$ cat config.mk
export PLATFORM = sky130hd
export DESIGN_NAME = fetch_bus_responder
export DESIGN_NICKNAME = d
export VERILOG_FILES = /design/src/rtl/fetch_bus_responder.sv
export SDC_FILE = /design/constraint.sdc
export NUM_CORES = 1
export LEC_CHECK = 0
export CAP_MARGIN = 20
export CORE_MARGIN = 2
export CORE_UTILIZATION = 46
export CTS_CLUSTER_DIAMETER = 120
export DETAILED_ROUTE_END_ITERATION = 8
export GPL_TIMING_DRIVEN = 0
export PLACE_DENSITY = 0.76
export SLEW_MARGIN = 20
export SYNTH_ARGS = -nofsm -noshare
export SYNTH_HDL_FRONTEND = slang
export SYNTH_SLANG_ARGS = --single-unit
export TNS_END_PERCENT = 1
$ cat constraint.sdc
create_clock -name clk -period 3.25 [get_ports clk]
set_input_delay 0.65 -clock clk [delete_from_list [all_inputs] [get_ports clk]]
set_output_delay 0.65 -clock clk [all_outputs]
set_load 0.02 [all_outputs]
$ cat src/rtl/fetch_bus_responder.sv
// fetch_bus_responder
//   Serves the fetch stage's block-read protocol from a narrow instruction
//   memory port. A block of FETCH_WIDTH instructions starting at the
//   requested pc is assembled from FETCH_WIDTH sequential word reads, then
//   returned with a one-cycle ack. A change of the requested address during
//   a fill aborts it; an unacknowledged memory beat is drained first so that
//   the memory port never sees a dropped request.
//
//   Optional feature: define FETCH_BUS_LINE_BUFFER_EN to keep a one-entry
//   buffer of the last completed block, answered without memory traffic and
//   cleared by fetch_bus_invalidate.
//
// Ports
//   clk                   clock
//   rst                   synchronous active-high reset
//   fetch_bus_addr        requested block start address (4-byte aligned pc)
//   fetch_bus_read_req    block read request
//   fetch_bus_invalidate  fence.i pulse (line buffer only)
//   bus_fetch_data        block data, slot i = word at addr+4*i
//   bus_fetch_read_ack    one-cycle block-valid pulse
//   ibus_addr             memory word address
//   ibus_read_req         memory read request
//   ibus_data             memory read data, valid with ibus_read_ack
//   ibus_read_ack         memory ack (may coincide with ibus_read_req)
module fetch_bus_responder #(
    parameter int unsigned ADDR_WIDTH        = 32,
    parameter int unsigned INSTRUCTION_WIDTH = 32,
    parameter int unsigned FETCH_WIDTH       = 4
) (
    input  logic                                       clk,
    input  logic                                       rst,
    input  logic [ADDR_WIDTH-1:0]                      fetch_bus_addr,
    input  logic                                       fetch_bus_read_req,
    input  logic                                       fetch_bus_invalidate,
    output logic [INSTRUCTION_WIDTH*FETCH_WIDTH-1:0]   bus_fetch_data,
    output logic                                       bus_fetch_read_ack,
    output logic [ADDR_WIDTH-1:0]                      ibus_addr,
    output logic                                       ibus_read_req,
    input  logic [INSTRUCTION_WIDTH-1:0]               ibus_data,
    input  logic                                       ibus_read_ack
);

    localparam int unsigned BEAT_W = $clog2(FETCH_WIDTH);
    localparam int unsigned DATA_W = INSTRUCTION_WIDTH * FETCH_WIDTH;

    typedef enum logic [1:0] {IDLE, READ, DRAIN, RESP} state_e;

    state_e                  state_q, state_d;
    logic [BEAT_W-1:0]       beat_q, beat_d;
    logic [ADDR_WIDTH-1:0]   addr_q, addr_d;
    logic [ADDR_WIDTH-1:0]   ibus_addr_q, ibus_addr_d;
    logic                    ibus_req_q, ibus_req_d;
    logic                    pend_valid_q, pend_valid_d;
    logic [ADDR_WIDTH-1:0]   pend_addr_q, pend_addr_d;
    logic [DATA_W-1:0]       data_q, data_d;

    logic                    abort;
    logic                    last_beat;
    logic                    do_capture;
    logic                    cap_valid;
    logic [ADDR_WIDTH-1:0]   cap_addr;
    logic                    fill_done;

    logic                    lb_valid;
    logic [ADDR_WIDTH-1:0]   lb_tag;
    logic [DATA_W-1:0]       lb_rdata;

`ifdef FETCH_BUS_LINE_BUFFER_EN
    logic                    lb_valid_q;
    logic [ADDR_WIDTH-1:0]   lb_tag_q;
    logic [DATA_W-1:0]       lb_data_q;

    // Invalidate is applied after the fill update so it wins a same-cycle tie.
    always_ff @(posedge clk) begin
        if (rst) begin
            lb_valid_q <= 1'b0;
            lb_tag_q   <= '0;
            lb_data_q  <= '0;
        end else begin
            if (fill_done) begin
                lb_valid_q <= 1'b1;
                lb_tag_q   <= addr_q;
                lb_data_q  <= data_d;
            end
            if (fetch_bus_invalidate) begin
                lb_valid_q <= 1'b0;
            end
        end
    end

    assign lb_valid = lb_valid_q;
    assign lb_tag   = lb_tag_q;
    assign lb_rdata = lb_data_q;
`else
    assign lb_valid = 1'b0;
    assign lb_tag   = '0;
    assign lb_rdata = '0;
`endif

    always_ff @(posedge clk) begin
        if (rst) begin
            state_q      <= IDLE;
            beat_q       <= '0;
            addr_q       <= '0;
            ibus_addr_q  <= '0;
            ibus_req_q   <= 1'b0;
            pend_valid_q <= 1'b0;
            pend_addr_q  <= '0;
            data_q       <= '0;
        end else begin
            state_q      <= state_d;
            beat_q       <= beat_d;
            addr_q       <= addr_d;
            ibus_addr_q  <= ibus_addr_d;
            ibus_req_q   <= ibus_req_d;
            pend_valid_q <= pend_valid_d;
            pend_addr_q  <= pend_addr_d;
            data_q       <= data_d;
        end
    end

    always_comb begin
        state_d      = state_q;
        beat_d       = beat_q;
        addr_d       = addr_q;
        ibus_addr_d  = ibus_addr_q;
        ibus_req_d   = ibus_req_q;
        pend_valid_d = pend_valid_q;
        pend_addr_d  = pend_addr_q;
        data_d       = data_q;
        fill_done    = 1'b0;
        do_capture   = 1'b0;
        cap_valid    = fetch_bus_read_req;
        cap_addr     = fetch_bus_addr;
        abort        = !fetch_bus_read_req || (fetch_bus_addr != addr_q);
        last_beat    = (beat_q == BEAT_W'(FETCH_WIDTH - 1));

        case (state_q)
            IDLE, RESP: begin
                do_capture = 1'b1;
            end
            READ: begin
                if (abort) begin
                    // An acked beat frees the port at once; otherwise the
                    // outstanding beat must be drained before redirecting.
                    if (ibus_read_ack) begin
                        do_capture = 1'b1;
                    end else begin
                        state_d      = DRAIN;
                        pend_valid_d = fetch_bus_read_req;
                        pend_addr_d  = fetch_bus_addr;
                    end
                end else if (ibus_read_ack) begin
                    for (int unsigned i = 0; i < FETCH_WIDTH; i++) begin
                        if (beat_q == BEAT_W'(i)) begin
                            data_d[i*INSTRUCTION_WIDTH +: INSTRUCTION_WIDTH] = ibus_data;
                        end
                    end
                    beat_d = beat_q + BEAT_W'(1);
                    if (last_beat) begin
                        state_d    = RESP;
                        ibus_req_d = 1'b0;
                        fill_done  = 1'b1;
                    end else begin
                        ibus_addr_d = addr_q + ADDR_WIDTH'({beat_d, 2'b00});
                    end
                end
            end
            DRAIN: begin
                if (fetch_bus_read_req) begin
                    pend_valid_d = 1'b1;
                    pend_addr_d  = fetch_bus_addr;
                end
                if (ibus_read_ack) begin
                    do_capture   = 1'b1;
                    cap_valid    = pend_valid_d;
                    cap_addr     = pend_addr_d;
                    pend_valid_d = 1'b0;
                end
            end
            default: begin
                state_d = IDLE;
            end
        endcase

        if (do_capture) begin
            ibus_req_d = 1'b0;
            if (cap_valid) begin
                addr_d = cap_addr;
                beat_d = '0;
                if (cap_addr[1:0] != 2'b00) begin
                    state_d = RESP;
                    data_d  = '0;
                end else if (lb_valid && !fetch_bus_invalidate && (cap_addr == lb_tag)) begin
                    state_d = RESP;
                    data_d  = lb_rdata;
                end else begin
                    state_d     = READ;
                    ibus_req_d  = 1'b1;
                    ibus_addr_d = cap_addr;
                end
            end else begin
                state_d = IDLE;
            end
        end
    end

    assign bus_fetch_read_ack = (state_q == RESP);
    assign bus_fetch_data     = data_q;
    assign ibus_addr          = ibus_addr_q;
    assign ibus_read_req      = ibus_req_q;

endmodule

==> results.sh <==
export IMPL_cts_root_buf="clkbuf_16"
export IMPL_rows=55
export IMPL_avgSynthCellArea_um2=8.59
export IMPL_worstPathArrival_ns=3.69
export IMPL_async_flop_share=0
export IMPL_fin_cells=1798
export IMPL_rr_worst_depth=8
export IMPL_tightest_slew_ns=0.821
export IMPL_p_leak_nw=4.68
export IMPL_wl_per_cell_um=19.2
export IMPL_r2r_end="bus_fetch_data[25]$_SDFF_PP0_"
export IMPL_synth_distinct_cells=44
export IMPL_worstReg2RegStart="addr_q[20]$_SDFFE_PP0P_"
export IMPL_cp_cell_sequence="clkdlybuf4s50_1, xnor2_1, nand4_1, or4_1, or4_4, a31o_4, buf_6, buf_6, a21oi_2"
export IMPL_antenna_found_initial=1
export IMPL_rsz0062_at_grt="yes"
export IMPL_ys_seq_area_frac=0.432
export IMPL_ctsHtreeMaxLevel=1
export IMPL_n_antenna_cell=0
export IMPL_critPathRequiredTime_ns=3.71
export IMPL_worstSetupStartpointType="input port"
export IMPL_die_w_um=156
export IMPL_grt_ovfl_total=0
export IMPL_syn_inst=1240
export IMPL_finalSetupTns_ns=0
export IMPL_reg2reg_slack_ns=0.18
export IMPL_die_h_um=156
export IMPL_relSlewSlack=0.453
export IMPL_crit_top_cell="buf_6"
export IMPL_drcViolationCount=0
export IMPL_fmax_mhz=309
export IMPL_die_area_mm2=0.0244
export IMPL_pre_cts_slack_ns=-0.956
export IMPL_numCtsBuffers=24
export IMPL_core_region_area_mm2=0.0227
export IMPL_areaGrowthSynthToFinish_pct=33.4
export IMPL_worstSetupPathType="input port to flop"
export IMPL_period_share=0.995
export IMPL_finalClockSkew_ns=0.0190
export IMPL_power_density_mw_per_mm2=566
export IMPL_ys_warn_count=0
export IMPL_place_congestion=0.924
export IMPL_grt_pass1_wl_mm=52.5
export IMPL_cts_buffer_depth=3
export IMPL_grt_max_degree=14
export IMPL_syn_area_mm2=0.0106
export IMPL_drtAntennaViolNets=0
export IMPL_first_iter_violations=606
export IMPL_period_needed_ns=3.23
export IMPL_worst_slack_ns=0.0150
export IMPL_synth_seq_cells=230
export IMPL_io_pins=231
export IMPL_dp_cells=1754
export IMPL_peakVddDrop_uv=403
export IMPL_synth_edf_count=0
export IMPL_slew_viol_final=0
export IMPL_slowest_stage="or4_1"
export IMPL_post_dp_hpwl_mm=25.6
export IMPL_fin_nets=1574
export IMPL_start_util=0.469
export IMPL_hold_viol_final=0
export IMPL_grt_usage=0.272
export IMPL_min_path_cells=2
export IMPL_cp_end_kind="flop"
export IMPL_yosysMostFrequentCell="nand2_1"
export IMPL_grt_pass1_vias=9617
export IMPL_hold_start="bus_fetch_data[108]$_SDFF_PP0_"
export IMPL_syn_nets=1319
export IMPL_wl_mm=34.6
export IMPL_drive_gt1_frac=0.147
export IMPL_hold_class="flop to flop"
export IMPL_via_per_inst=5.57
export IMPL_cts_tree="done"
export IMPL_worstPathMaxFanout=10
export IMPL_fill_cells=1919
export IMPL_vias=10000
export IMPL_post_cts_buffers=0
export IMPL_drt_pass1_iter_count=5
export IMPL_clk_latency_ns=0.53
export IMPL_synth_top_cells_by_area="dfxtp_1, nand2_1, a21oi_2"
export IMPL_max_cap_viol_count=0
export IMPL_cts_sinks=230
export IMPL_setup_violations=0
export IMPL_synth_top_area_frac=0.432
export IMPL_min_to="bus_fetch_data[108]$_SDFF_PP0_"
export IMPL_status="finished clean"
export IMPL_cp_slowest_stage_delay_ns=0.58
export IMPL_io_buffers=229
export IMPL_synth_ff_type="dfxtp_1"
export IMPL_p_total_mw=8.04
export IMPL_synth_common_cells="nand2_1, dfxtp_1, a21oi_2, clkbuf_1, nor3_1"
export IMPL_clkTransAtPathRegs_ns=0.06
export IMPL_fin_util=0.625
export IMPL_yosysTopAreaCell="dfxtp_1"
[layer usage]
metal | part of all wire | up-vias | GRT usage
met5 | 0.00038 | - | 0
met4 | 0.034 | 2 | 0.104
met2 | 0.47 | 447 | 0.461
li1 | - | 4740 | -
met1 | 0.42 | 4741 | 0.339
met3 | 0.082 | 78 | 0.0581
[state kept, by name, indices dropped and copies added, names as in the netlist]
name	cells
bus_fetch_data	128
addr_q	32
ibus_addr	32
pend_addr_q	32
beat_q	2
state_q	2
ibus_read_req	1
pend_valid_q	1
[where the power goes]
part           switching, mW  internal, mW
clock                   1.16          1.70
sequential             0.230          3.08
combinational           1.11         0.756
[worst max-delay path by stage]
stage                            start  slack [ns]  cells past startpoint                            end
6_report            fetch_bus_addr[18]        0.02                      9  bus_fetch_data[25]$_SDFF_PP0_
4_1_cts             fetch_bus_addr[15]        0.07                      8   pend_addr_q[29]$_SDFFE_PP0P_
3_5_place_dp        fetch_bus_addr[18]       -0.96                      9       ibus_addr[23]$_SDFF_PP0_
2_1_floorplan        fetch_bus_addr[2]        0.14                      8        addr_q[11]$_SDFFE_PP0P_
3_3_place_gp        fetch_bus_addr[18]       -1.30                      9       ibus_addr[18]$_SDFF_PP0_
5_1_grt        state_q[0]$_SDFFE_PP0P_       -0.02                     11       ibus_addr[11]$_SDFF_PP0_
[placed cells by master, fill, tap and decap left out, types with 19 or more instances in the layout]
cell type / synthesis / layout
clkdlybuf4s50_1: 0 / 226
nand2_1: 360 / 360
a21oi_1: 61 / 60
dfxtp_1: 230 / 230
clkbuf_1: 75 / 69
mux2_2: 30 / 30
o22ai_1: 22 / 22
nor3_1: 73 / 71
xor2_1: 23 / 23
nand4_1: 19 / 19
xnor2_1: 39 / 38
clkbuf_16: 0 / 24
mux2i_1: 66 / 65
a21oi_2: 110 / 111
[logic make-up (layout without fill, tap and decap cells)]
kind of cell    count (synthesis)  in the layout  share of synthesized area
flops                         230            230                      0.432
compound gates                222            222                      0.153
buf+inv                       107            380                     0.0482
mux                            96             96                     0.0938
simple gates                  513            513                      0.209
fa+ha+maj                      10             10                     0.0125
xor+xnor                       62             62                     0.0510
[cell type report]
class | instances | area (µm²) | share of cell area
clock inverters | 7 | 98.8 | 0.00696
clock buffers | 37 | 729 | 0.0514
multi-input cells | 903 | 5590 | 0.393
inverters | 11 | 41.3 | 0.00291
plain buffers | 96 | 498 | 0.0351
repair buffers | 229 | 2290 | 0.161
well taps | 285 | 357 | 0.0251
flip-flops and latches | 230 | 4600 | 0.324
[worst max-delay path: cells and delay by family]
kind                      cells  cell delay (ns)
AOI/OAI and AO/OA             2             0.40
xor gates and xnor gates      1             0.41
buffers and inverters         3             0.79
and+or+nand+nor               3             1.44
[metrics by stage]
stage          hold WS (ns)  cell area (µm²)
6_report              0.448            14200
5_1_grt               0.465            14200
4_1_cts               0.451            14200
3_5_place_dp          0.445            13300
3_3_place_gp          0.438            13300
2_1_floorplan         0.432            10600
[timing repair]
| action | in CTS | in global routing |
|---|---|---|
| setup endpoints to repair | 214 | 147 |
| hold buffers | 0 | 0 |
| pin swaps | 0 | 1 |
| cloned | 0 | 0 |
| gates resized for setup | 19 | 13 |
No activity file was read; power rests on OpenSTA's default activity.
